**config.mk**
```make
export PLATFORM = sky130hd
export DESIGN_NAME = ahb_master
export DESIGN_NICKNAME = d
export VERILOG_FILES = /design/src/rtl/ahb_master.sv
export SDC_FILE = /design/constraint.sdc
export NUM_CORES = 1
export LEC_CHECK = 0
export CORE_UTILIZATION = 43
export CTS_CLUSTER_SIZE = 12
export DETAILED_ROUTE_END_ITERATION = 7
export PLACE_DENSITY_LB_ADDON = 0.2
export SYNTH_ARGS = -nofsm -noshare
export SYNTH_HDL_FRONTEND = slang
export SYNTH_SLANG_ARGS = --single-unit
```
**constraint.sdc**
```tcl
create_clock -name clk -period 3.1 [get_ports clk]
set_clock_uncertainty 0.2 [all_clocks]
set_input_delay 0.62 -clock clk [delete_from_list [all_inputs] [get_ports clk]]
set_output_delay 0.62 -clock clk [all_outputs]
set_load 0.01 [all_outputs]
```
**src/rtl/ahb_master.sv**
```systemverilog
// Single-transfer AHB-Lite master: one command in, one NONSEQ word transfer out.
// Wait states are bounded by TIMEOUT; an expired bound aborts with an error response.
module ahb_master #(
  parameter int TIMEOUT = 16
) (
  input  logic        clk,
  input  logic        hresetn,
  input  logic        cmd_valid,
  output logic        cmd_ready,
  input  logic        cmd_write,
  input  logic [31:0] cmd_addr,
  input  logic [31:0] cmd_wdata,
  output logic        rsp_valid,
  output logic [31:0] rsp_rdata,
  output logic        rsp_err,
  output logic        rsp_timeout,
  output logic [15:0] txn_count,
  output logic        hsel,
  output logic [1:0]  htrans,
  output logic        hwrite,
  output logic [2:0]  hsize,
  output logic [2:0]  hburst,
  output logic [31:0] haddr,
  output logic [31:0] hwdata,
  input  logic        hready,
  input  logic        hresp,
  input  logic [31:0] hrdata
);

  typedef enum logic [1:0] {
    S_IDLE,
    S_ADDR,
    S_DATA
  } state_e;

  localparam logic [1:0] HTRANS_IDLE   = 2'b00;
  localparam logic [1:0] HTRANS_NONSEQ = 2'b10;

  state_e      state_q;
  logic        cmd_ready_q;
  logic        rsp_valid_q;
  logic [31:0] rsp_rdata_q;
  logic        rsp_err_q;
  logic        rsp_timeout_q;
  logic [15:0] txn_count_q;
  logic        hsel_q;
  logic [1:0]  htrans_q;
  logic        hwrite_q;
  logic [31:0] haddr_q;
  logic [31:0] hwdata_q;
  logic [7:0]  wait_q;
  logic [7:0]  wait_d;
  logic        timeout_hit;
  logic        unused_addr_lsb;

  assign wait_d          = wait_q + 8'd1;
  // A ready slave always wins over the timeout on the same edge.
  assign timeout_hit     = !hready && (wait_d == 8'(TIMEOUT));
  assign unused_addr_lsb = ^cmd_addr[1:0];

  always_ff @(posedge clk or negedge hresetn) begin
    if (!hresetn) begin
      state_q       <= S_IDLE;
      cmd_ready_q   <= 1'b1;
      rsp_valid_q   <= 1'b0;
      rsp_rdata_q   <= 32'h0;
      rsp_err_q     <= 1'b0;
      rsp_timeout_q <= 1'b0;
      txn_count_q   <= 16'h0;
      hsel_q        <= 1'b0;
      htrans_q      <= HTRANS_IDLE;
      hwrite_q      <= 1'b0;
      haddr_q       <= 32'h0;
      hwdata_q      <= 32'h0;
      wait_q        <= 8'h0;
    end else begin
      rsp_valid_q <= 1'b0;
      unique case (state_q)
        S_IDLE: begin
          if (cmd_valid) begin
            state_q     <= S_ADDR;
            cmd_ready_q <= 1'b0;
            hsel_q      <= 1'b1;
            htrans_q    <= HTRANS_NONSEQ;
            hwrite_q    <= cmd_write;
            haddr_q     <= {cmd_addr[31:2], 2'b00};
            hwdata_q    <= cmd_wdata;
            wait_q      <= 8'h0;
          end
        end
        S_ADDR, S_DATA: begin
          if (hready) begin
            wait_q <= 8'h0;
            if (state_q == S_ADDR) begin
              state_q  <= S_DATA;
              hsel_q   <= 1'b0;
              htrans_q <= HTRANS_IDLE;
            end else begin
              state_q       <= S_IDLE;
              cmd_ready_q   <= 1'b1;
              rsp_valid_q   <= 1'b1;
              rsp_err_q     <= hresp;
              rsp_timeout_q <= 1'b0;
              txn_count_q   <= txn_count_q + 16'd1;
              if (!hwrite_q) begin
                rsp_rdata_q <= hrdata;
              end
            end
          end else if (timeout_hit) begin
            state_q       <= S_IDLE;
            cmd_ready_q   <= 1'b1;
            hsel_q        <= 1'b0;
            htrans_q      <= HTRANS_IDLE;
            rsp_valid_q   <= 1'b1;
            rsp_err_q     <= 1'b1;
            rsp_timeout_q <= 1'b1;
            txn_count_q   <= txn_count_q + 16'd1;
            wait_q        <= 8'h0;
          end else begin
            wait_q <= wait_d;
          end
        end
        default: begin
          state_q <= S_IDLE;
        end
      endcase
    end
  end

  assign cmd_ready   = cmd_ready_q;
  assign rsp_valid   = rsp_valid_q;
  assign rsp_rdata   = rsp_rdata_q;
  assign rsp_err     = rsp_err_q;
  assign rsp_timeout = rsp_timeout_q;
  assign txn_count   = txn_count_q;
  assign hsel        = hsel_q;
  assign htrans      = htrans_q;
  assign hwrite      = hwrite_q;
  assign hsize       = 3'b010;
  assign hburst      = 3'b000;
  assign haddr       = haddr_q;
  assign hwdata      = hwdata_q;

endmodule

```
Yosys cells after proc, flatten, opt, wreduce, memory -nomap -nowiden --
Index checks and enable logic that the tools add are counted.
Storage, ports and cells: flip-flop bits (word level) 128
Operators by class: multiplexer cells 34, reductions and logical operators 13, equal/unequal tests 8, add/subtract/negate cells 2, bitwise gates (word level) 2
Operators by type and width (number):
- 16-bit 2-to-1 mux | 3
- 8-bit 2-to-1 mux | 3
- 16-bit by 1-bit adder with 16-bit output (second input constant) | 1
- 1-bit 2-to-1 mux | 16
- 8-bit case mux with 2 select lines | 1
- 2-bit 2-to-1 mux | 7
- 4-bit AND reduction | 3
- 3-bit inequality test (second input constant) | 3
- 8-bit by 1-bit adder with 8-bit output (second input constant) | 1
- 8-bit by 5-bit == test with 1-bit output (second input constant) | 1
- 2-bit case mux with 2 select lines | 2
- 2-bit AND reduction | 3
- 2-bit inequality test (second input constant) | 2
- 1-bit case mux with 2 select lines | 2
- 2-bit nonzero test | 2
- 3-bit AND reduction | 1
- 2-bit by 1-bit == test with 1-bit output (second input constant) | 1
- 2-bit == test (second input constant) | 1
- 2-bit logical NOT | 1
- 1-bit inverter | 2
- 2-bit OR reduction | 1
- 1-bit logical AND | 1
- 1-bit logical NOT | 1

Depth between registers and ports, before layout --
Gate-level depths: netlist (run 1).
word-level depth 6, mapped depth 8

Worst setup path after synthesis (run 1) --
Ideal clock, no wire load.
kind reg2reg, start point register wait_q[0], end point register txn_count_q[1] (netlist: txn_count[1]), setup slack 0.613 ns, arrival 2.162 ns, path buffers 0, library setup time 0.125 ns, stages on the path, launching flop included 7, cells stage by stage dfrtp_1 ha_1 or3_1 o31a_1 a2111oi_4 a21oi_2 mux2_4
On the way: word-level cells in the longest chain between the ends 5
Ends and longest elaborated chain:
- from (decl) | line 51 | logic [7:0] wait_q;
- from (signal assigned) | line 120 | wait_q <= wait_d;
- 8-bit by 1-bit adder with 8-bit output | line 56 | assign wait_d = wait_q + 8'd1;
- 8-bit by 5-bit == test with 1-bit output | line 58 | assign timeout_hit = !hready && (wait_d == 8'(TIMEOUT));
- 1-bit logical AND | line 58
- 2-bit nonzero test (no source line)
- 3-bit AND reduction (no source line)
- to (signal assigned) | line 104 | txn_count_q <= txn_count_q + 16'd1;
- to (signal assigned) | line 117 | txn_count_q <= txn_count_q + 16'd1;
- to (decl) | line 45 | logic [15:0] txn_count_q;
Every way passes these cells. A chain may end at the register's enable or synchronous reset.

Final worst setup path (run 1) --
start point register wait_q[0], end point register txn_count_q[12] (netlist: txn_count[12])
Same word-level chain as after synthesis.

==> flow_results.xml, run 1 <==
<?xml version="1.0" encoding="UTF-8"?>
<metrics>
  <group name="global_route">
    <metric name="grt_pass1_wl" unit="um">22420</metric>
    <metric name="residual_overflow_from_global_routing" unit="">0</metric>
    <metric name="grtUsageTotal" unit="">0.2286</metric>
    <metric name="antenna_violations_before_repair" unit="">0</metric>
    <metric name="number_of_global_route_vias_before_repair" unit="">4532</metric>
    <metric name="pin_count_of_the_biggest_net_entering_global_routing" unit="">68</metric>
  </group>
  <group name="min_path">
    <metric name="min_path_type" unit="">reg2reg</metric>
  </group>
  <group name="finish">
    <metric name="drive_above_1_share" unit="">0.2226</metric>
    <metric name="antenna_cells" unit="">0</metric>
    <metric name="area_delta_synth_final" unit="%">54.78</metric>
    <metric name="finalNonFillerCells" unit="">824</metric>
    <metric name="final_net_count" unit="">752</metric>
  </group>
  <group name="synthesis">
    <metric name="post-synth-top-area-cell" unit="">sky130_fd_sc_hd__dfrtp_1</metric>
    <metric name="yosysUniqueCellTypes" unit="">45</metric>
    <metric name="yosys-top-cells-area" unit="">sky130_fd_sc_hd__dfrtp_1, sky130_fd_sc_hd__mux2_2, sky130_fd_sc_hd__xnor2_1, sky130_fd_sc_hd__nand2_1, sky130_fd_sc_hd__buf_4</metric>
    <metric name="synth_area_per_cell" unit="um2">13.02</metric>
    <metric name="syn-cell-area" unit="um2">5429</metric>
    <metric name="dominantRegCellSynth" unit="">sky130_fd_sc_hd__dfrtp_1</metric>
    <metric name="synth-edff-count" unit="">0</metric>
    <metric name="netlist.area_leader.share" unit="">0.5762</metric>
    <metric name="synth.cells.most_frequent" unit="">sky130_fd_sc_hd__dfrtp_1, sky130_fd_sc_hd__mux2_2, sky130_fd_sc_hd__nand2_1</metric>
    <metric name="synth.most_common_cell" unit="">sky130_fd_sc_hd__dfrtp_1</metric>
    <metric name="seq_area_frac_synth" unit="">0.5810</metric>
    <metric name="synthesis.instances" unit="">417</metric>
    <metric name="ys_ff_latch" unit="">126</metric>
    <metric name="postSynth.asyncResetShare" unit="">1.000</metric>
    <metric name="ys_warn_count" unit="">0</metric>
  </group>
  <group name="die">
    <metric name="io_pins" unit="">228</metric>
    <metric name="starting_utilization_of_the_core_area" unit="">0.4464</metric>
    <metric name="chipWidth" unit="um">114.4</metric>
    <metric name="fp.coreArea" unit="um2">12160</metric>
    <metric name="design.die.area" unit="um2">13080</metric>
    <metric name="row_count" unit="">40</metric>
    <metric name="die_h" unit="um">114.4</metric>
  </group>
  <group name="critical_path">
    <metric name="critPathKind" unit="">reg2reg</metric>
    <metric name="arrival" unit="ns">2.74</metric>
    <metric name="startpoint_type" unit="">flop</metric>
    <metric name="critPathMaxFanout" unit="">11</metric>
    <metric name="type_of_destination_of_the_critical_path" unit="">flop</metric>
    <metric name="critical_path_required" unit="ns">3.19</metric>
  </group>
  <group name="route">
    <metric name="met2RoutedLength" unit="um">7353</metric>
    <metric name="drt_wl_total" unit="um">14010</metric>
    <metric name="wire_length_on_met3" unit="um">1392</metric>
    <metric name="drc_errors" unit="">0</metric>
    <metric name="detail_route.wl_per_cell" unit="um">17.00</metric>
    <metric name="remaining_number_of_nets_flagged_by_the_antenna_check_after_routing" unit="">0</metric>
    <metric name="first_iter_violations" unit="">212</metric>
    <metric name="routed.top_layer" unit="">met4</metric>
    <metric name="detail_route.wirelength.met1" unit="um">5022</metric>
    <metric name="dr_total_vias" unit="">4169</metric>
    <metric name="drt-vias-per-instance" unit="">5.059</metric>
    <metric name="drtPass1Iterations" unit="">4</metric>
  </group>
  <group name="clock_tree">
    <metric name="tritoncts" unit="">yes</metric>
    <metric name="ctsLongestPathBuffers" unit="">2</metric>
    <metric name="ctsResizeCount" unit="">0</metric>
    <metric name="worst_skew_pair.late_latency" unit="ns">0.41</metric>
    <metric name="clkSlewWorstSetupHoldPaths" unit="ns">0.05</metric>
    <metric name="cts.sink_count" unit="">126</metric>
    <metric name="root_buffer" unit="">sky130_fd_sc_hd__clkbuf_16</metric>
    <metric name="cts-hold-fix-buffers" unit="">1</metric>
    <metric name="cts-buffers-inserted" unit="">17</metric>
    <metric name="cts.htree.levels" unit="">4</metric>
    <metric name="post_cts_buffers" unit="">0</metric>
  </group>
  <group name="sta">
    <metric name="final-max-slew-violation-count" unit="">0</metric>
    <metric name="max_freq" unit="MHz">378.2</metric>
    <metric name="grt_setup_unrepaired" unit="">no</metric>
    <metric name="setup-tns-final" unit="ns">0</metric>
    <metric name="timing.slew.headroom" unit="">0.2178</metric>
    <metric name="worstMarginPinSlew" unit="ns">1.163</metric>
    <metric name="timing.final.crit_period" unit="ns">2.644</metric>
    <metric name="timing.hold.ws" unit="ns">0.2752</metric>
    <metric name="hold_viol_final" unit="">0</metric>
    <metric name="final_critical_path_share_of_the_clock_period" unit="">0.8530</metric>
    <metric name="finalSetupViolCount" unit="">0</metric>
  </group>
  <group name="pwr">
    <metric name="total_power" unit="mW">8.343</metric>
    <metric name="p_per_area" unit="nW/um2">992.9</metric>
    <metric name="p_leak" unit="nW">3.499</metric>
    <metric name="worst_ir_drop_vdd" unit="V">0.0005930</metric>
  </group>
  <group name="placed_design">
    <metric name="dp.cells" unit="">792</metric>
    <metric name="io_buffers" unit="">216</metric>
    <metric name="dp_hpwl" unit="um">10490</metric>
    <metric name="replace_congestion" unit="">0.8458</metric>
  </group>
  <group name="flow_run">
    <metric name="max_cap_viol_count" unit="">0</metric>
  </group>
  <group name="status">
    <metric name="outcome" unit="">finished, final reports clean</metric>
  </group>
</metrics>
## per-stage QoR
stage	instance area, um2	setup WS, ns	utilization
floorplan	5455	0.6130	-
global placement	7810	0.5678	0.6422
detailed placement	7810	0.5092	0.6422
CTS	8403	0.5352	0.6909
global route	8403	0.2048	0.6909
finish	8403	0.4556	0.6909
## final cells by class
cell class	instances	area, um2
Sequential cell	126	3154
Clock inverter	11	116.4
Clock buffer	20	466.7
Timing Repair Buffer	228	2290
Inverter	7	26.28
Tap cell	168	210.2
Multi-Input combinational cell	264	2140
Fill cell	927	3759
## sequential cells by signal (all words and copies together) (netlist names)
signal / count
hwdata: 32
rsp_rdata: 32
haddr: 30
txn_count: 16
wait_q: 8
state_q: 2
cmd_ready: 1
htrans: 1
hwrite: 1
rsp_err: 1
rsp_timeout: 1
rsp_valid: 1
## kinds of logic after synthesis
group           after synthesis  synth area share
flops                       126            0.5810
mux                          96            0.1998
simple gates                 93           0.08781
compound gates               44           0.05969
buf+inv                      34           0.03065
xor+xnor                     16           0.02581
fa+ha+maj                     6           0.01383
other cells                   2          0.001383
## critical path: stages, from the launching register on
cell and delay [ns]:
sky130_fd_sc_hd__dfrtp_1 0.47, sky130_fd_sc_hd__ha_1 0.27, sky130_fd_sc_hd__nand2_1 0.09, sky130_fd_sc_hd__o31ai_1 0.93
sky130_fd_sc_hd__a41oi_1 0.34, sky130_fd_sc_hd__xnor2_1 0.22
## layer usage
metal | global-route usage | vias up
li1 | - | 1923
met1 | 0.2353 | 2064
met2 | 0.3964 | 159
met3 | 0.1186 | 23
met4 | 0.08312 | 0
met5 | 0 | -
## cell usage in the layout (no fill, tap or decap), types with 4 or more instances in the layout
cell                                n
sky130_fd_sc_hd__xnor2_1           15
sky130_fd_sc_hd__nor4_1             5
sky130_fd_sc_hd__nand2_1           25
sky130_fd_sc_hd__and2_1             4
sky130_fd_sc_hd__nor2_1            15
sky130_fd_sc_hd__inv_1              7
sky130_fd_sc_hd__a41oi_1            5
sky130_fd_sc_hd__nor3_1             5
sky130_fd_sc_hd__conb_1             9
sky130_fd_sc_hd__nand4_1            7
sky130_fd_sc_hd__clkinv_2           5
sky130_fd_sc_hd__ha_1               6
sky130_fd_sc_hd__o21ai_0           10
sky130_fd_sc_hd__clkbuf_16         17
sky130_fd_sc_hd__clkdlybuf4s50_1  215
sky130_fd_sc_hd__a32oi_1            5
sky130_fd_sc_hd__nand2b_1           4
sky130_fd_sc_hd__buf_4              9
sky130_fd_sc_hd__dfrtp_1          125
sky130_fd_sc_hd__mux2_2            95
sky130_fd_sc_hd__and4_1             4
sky130_fd_sc_hd__nand3_1            9
sky130_fd_sc_hd__a21oi_1            8
## worst paths after layout
kind,startpoint,to,slack (ns),cells after the start
max in group asynchronous,hresetn,rsp_rdata[12],1.47,3
min in group asynchronous,hresetn,rsp_rdata[2],0.48,2
worst min register to register,cmd_ready,cmd_ready,0.28,2
worst min-delay path,cmd_ready,cmd_ready,0.28,2
worst max register to register,wait_q[0],txn_count[12],0.46,5
worst max-delay path,wait_q[0],txn_count[12],0.46,5
## power by group
part,internal [mW],switching [mW]
registers,2.38,0.420
clock network,1.23,0.700
logic,2.16,1.45
total,5.77,2.57
Note: power is estimated with default switching activity, not from simulation.
==> run 2: changes to the inputs <==
--- a/config.mk
+++ b/config.mk
@@ -9,6 +9,7 @@
 export CTS_CLUSTER_SIZE = 12
 export DETAILED_ROUTE_END_ITERATION = 7
 export PLACE_DENSITY_LB_ADDON = 0.2
+export RECOVER_POWER = 100
 export SYNTH_ARGS = -nofsm -noshare
 export SYNTH_HDL_FRONTEND = slang
 export SYNTH_SLANG_ARGS = --single-unit
==> flow_results.xml, run 2 (same netlist as run 1, synthesis figures left out) <==
<?xml version="1.0" encoding="UTF-8"?>
<metrics>
  <group name="critical_path">
    <metric name="arrival" unit="ns">2.76</metric>
    <metric name="cpMaxStageDelayCell" unit="">sky130_fd_sc_hd__dfrtp_1</metric>
    <metric name="worst_r2r_dst" unit="">state_q[0]</metric>
    <metric name="critPathMaxFanout" unit="">9</metric>
    <metric name="critPathKind" unit="">reg2reg</metric>
    <metric name="reg2regPathDepth" unit="">7</metric>
    <metric name="r2r_slack" unit="ns">0.42</metric>
    <metric name="cp_cell_sequence" unit="">ha_1 &gt; or3_1 &gt; o31a_1 &gt; a2111oi_4 &gt; clkbuf_1 &gt; nand2b_1 &gt; a22oi_1</metric>
    <metric name="critical_path.reg2reg.startpoint" unit="">wait_q[0]</metric>
    <metric name="cpPeakStageDelay" unit="ns">0.46</metric>
    <metric name="critical_path_required" unit="ns">3.18</metric>
    <metric name="startpoint_type" unit="">flop</metric>
    <metric name="timing.critical_path.from" unit="">wait_q[0]</metric>
    <metric name="type_of_destination_of_the_critical_path" unit="">flop</metric>
  </group>
  <group name="min_path">
    <metric name="min-delay-start" unit="">txn_count[15]</metric>
    <metric name="whs_endpoint" unit="">txn_count[15]</metric>
    <metric name="min_path_type" unit="">reg2reg</metric>
    <metric name="worstHoldPathCells" unit="">1</metric>
  </group>
  <group name="sta">
    <metric name="setup-tns-final" unit="ns">0</metric>
    <metric name="final-max-slew-violation-count" unit="">0</metric>
    <metric name="setup_slack" unit="ns">0.4242</metric>
    <metric name="final_critical_path_share_of_the_clock_period" unit="">0.8632</metric>
    <metric name="timing.hold.ws" unit="ns">0.2725</metric>
    <metric name="finalSetupViolCount" unit="">0</metric>
    <metric name="timing.slew.headroom" unit="">0.2274</metric>
    <metric name="timing.final.crit_period" unit="ns">2.676</metric>
    <metric name="worstMarginPinSlew" unit="ns">1.149</metric>
    <metric name="grt_setup_unrepaired" unit="">no</metric>
    <metric name="hold_viol_final" unit="">0</metric>
    <metric name="max_freq" unit="MHz">373.7</metric>
  </group>
  <group name="route">
    <metric name="dr_total_vias" unit="">4163</metric>
    <metric name="drc_errors" unit="">0</metric>
    <metric name="drt-vias-per-instance" unit="">5.052</metric>
    <metric name="drt_wl_total" unit="um">13920</metric>
    <metric name="detail_route.wl_per_cell" unit="um">16.89</metric>
    <metric name="remaining_number_of_nets_flagged_by_the_antenna_check_after_routing" unit="">0</metric>
    <metric name="drtPass1Iterations" unit="">4</metric>
    <metric name="first_iter_violations" unit="">230</metric>
  </group>
  <group name="placed_design">
    <metric name="replace_congestion" unit="">0.8458</metric>
    <metric name="dp.cells" unit="">792</metric>
    <metric name="io_buffers" unit="">216</metric>
    <metric name="dp_hpwl" unit="um">10490</metric>
    <metric name="dp_slack" unit="ns">0.5092</metric>
  </group>
  <group name="flow_run">
    <metric name="max_cap_viol_count" unit="">0</metric>
  </group>
  <group name="global_route">
    <metric name="grt_pass1_wl" unit="um">22420</metric>
    <metric name="antenna_violations_before_repair" unit="">0</metric>
    <metric name="residual_overflow_from_global_routing" unit="">0</metric>
    <metric name="number_of_global_route_vias_before_repair" unit="">4532</metric>
    <metric name="grtUsageTotal" unit="">0.2286</metric>
    <metric name="pin_count_of_the_biggest_net_entering_global_routing" unit="">68</metric>
  </group>
  <group name="finish">
    <metric name="most-common-layout-cells" unit="">sky130_fd_sc_hd__dfrtp_1, sky130_fd_sc_hd__dlygate4sd3_1, sky130_fd_sc_hd__clkdlybuf4s50_1</metric>
    <metric name="layout_commonest_cell" unit="">sky130_fd_sc_hd__dfrtp_1</metric>
    <metric name="area_delta_synth_final" unit="%">53.65</metric>
    <metric name="drive_above_1_share" unit="">0.2165</metric>
    <metric name="final_core_util" unit="">0.6859</metric>
    <metric name="antenna_cells" unit="">0</metric>
    <metric name="layout.filler_cells" unit="">935</metric>
    <metric name="final_net_count" unit="">752</metric>
    <metric name="finalNonFillerCells" unit="">824</metric>
  </group>
  <group name="die">
    <metric name="row_count" unit="">40</metric>
    <metric name="chipWidth" unit="um">114.4</metric>
    <metric name="io_pins" unit="">228</metric>
    <metric name="die_h" unit="um">114.4</metric>
    <metric name="fp.coreArea" unit="um2">12160</metric>
    <metric name="starting_utilization_of_the_core_area" unit="">0.4464</metric>
    <metric name="design.die.area" unit="um2">13080</metric>
  </group>
  <group name="clock_tree">
    <metric name="cts.sink_count" unit="">126</metric>
    <metric name="ctsLongestPathBuffers" unit="">2</metric>
    <metric name="clkSlewWorstSetupHoldPaths" unit="ns">0.05</metric>
    <metric name="cts-hold-fix-buffers" unit="">1</metric>
    <metric name="tritoncts" unit="">yes</metric>
    <metric name="root_buffer" unit="">sky130_fd_sc_hd__clkbuf_16</metric>
    <metric name="cts-buffers-inserted" unit="">17</metric>
    <metric name="cts.htree.levels" unit="">4</metric>
    <metric name="worst_skew_pair.late_latency" unit="ns">0.41</metric>
    <metric name="ctsResizeCount" unit="">0</metric>
    <metric name="post_cts_buffers" unit="">0</metric>
  </group>
  <group name="status">
    <metric name="outcome" unit="">finished, final reports clean</metric>
  </group>
  <group name="pwr">
    <metric name="worst_ir_drop_vdd" unit="V">0.0005791</metric>
    <metric name="p_leak" unit="nW">3.565</metric>
    <metric name="p_per_area" unit="nW/um2">958.1</metric>
  </group>
</metrics>
[run 2: final cells by class]
type	count	area, um2	area share
well taps	168	210.2	0.02520
inverters	7	26.28	0.003150
flip-flops and latches	126	3154	0.3781
repair buffers	228	2235	0.2679
multi-input cells	264	2133	0.2557
clock inverters	11	116.4	0.01395
clock buffers	20	466.7	0.05595
[run 2: how the worst max path moves through the flow]
| stage | to | slack, ns | cells past startpoint |
|---|---|---|---|
| floorplan | txn_count[1] | 0.61 | 6 |
| finish | state_q[0] | 0.42 | 7 |
| detailed placement | wait_q[4] | 0.51 | 6 |
| CTS | txn_count[10] | 0.54 | 6 |
| global placement | txn_count[13] | 0.57 | 6 |
| global route | txn_count[12] | 0.20 | 5 |
[run 2: through the flow]
step	cell area (um2)	power, mW
after floorplan	5455	4.419
after global placement	7810	6.325
after detailed placement	7810	6.443
after CTS	8403	8.435
after global routing	8342	8.464
final	8342	7.992
[run 2: critical path: cells and delay by family (launching register included)]
family,cells,cell delay (ns)
adder cells (fa/ha/maj),1,0.29
buffers and inverters,1,0.32
AO/OA/AOI/OAI,3,0.68
flip-flops,1,0.46
AND/OR/NAND/NOR,2,0.60
[run 2: routing by layer]
metal,GRT usage,share of wire
met3,0.1186,0.099
met2,0.3964,0.53
met1,0.2353,0.36
met5,0,0
met4,0.08312,0.017
[run 2: power by group]
| group | leakage (nW) | internal [mW] | switching [mW] |
|---|---|---|---|
| Sequential | 1.53 | 2.37 | 0.383 |
| Combinational | 1.75 | 1.86 | 1.44 |
| Clock | 0.283 | 1.23 | 0.700 |
| Total | 3.57 | 5.47 | 2.52 |
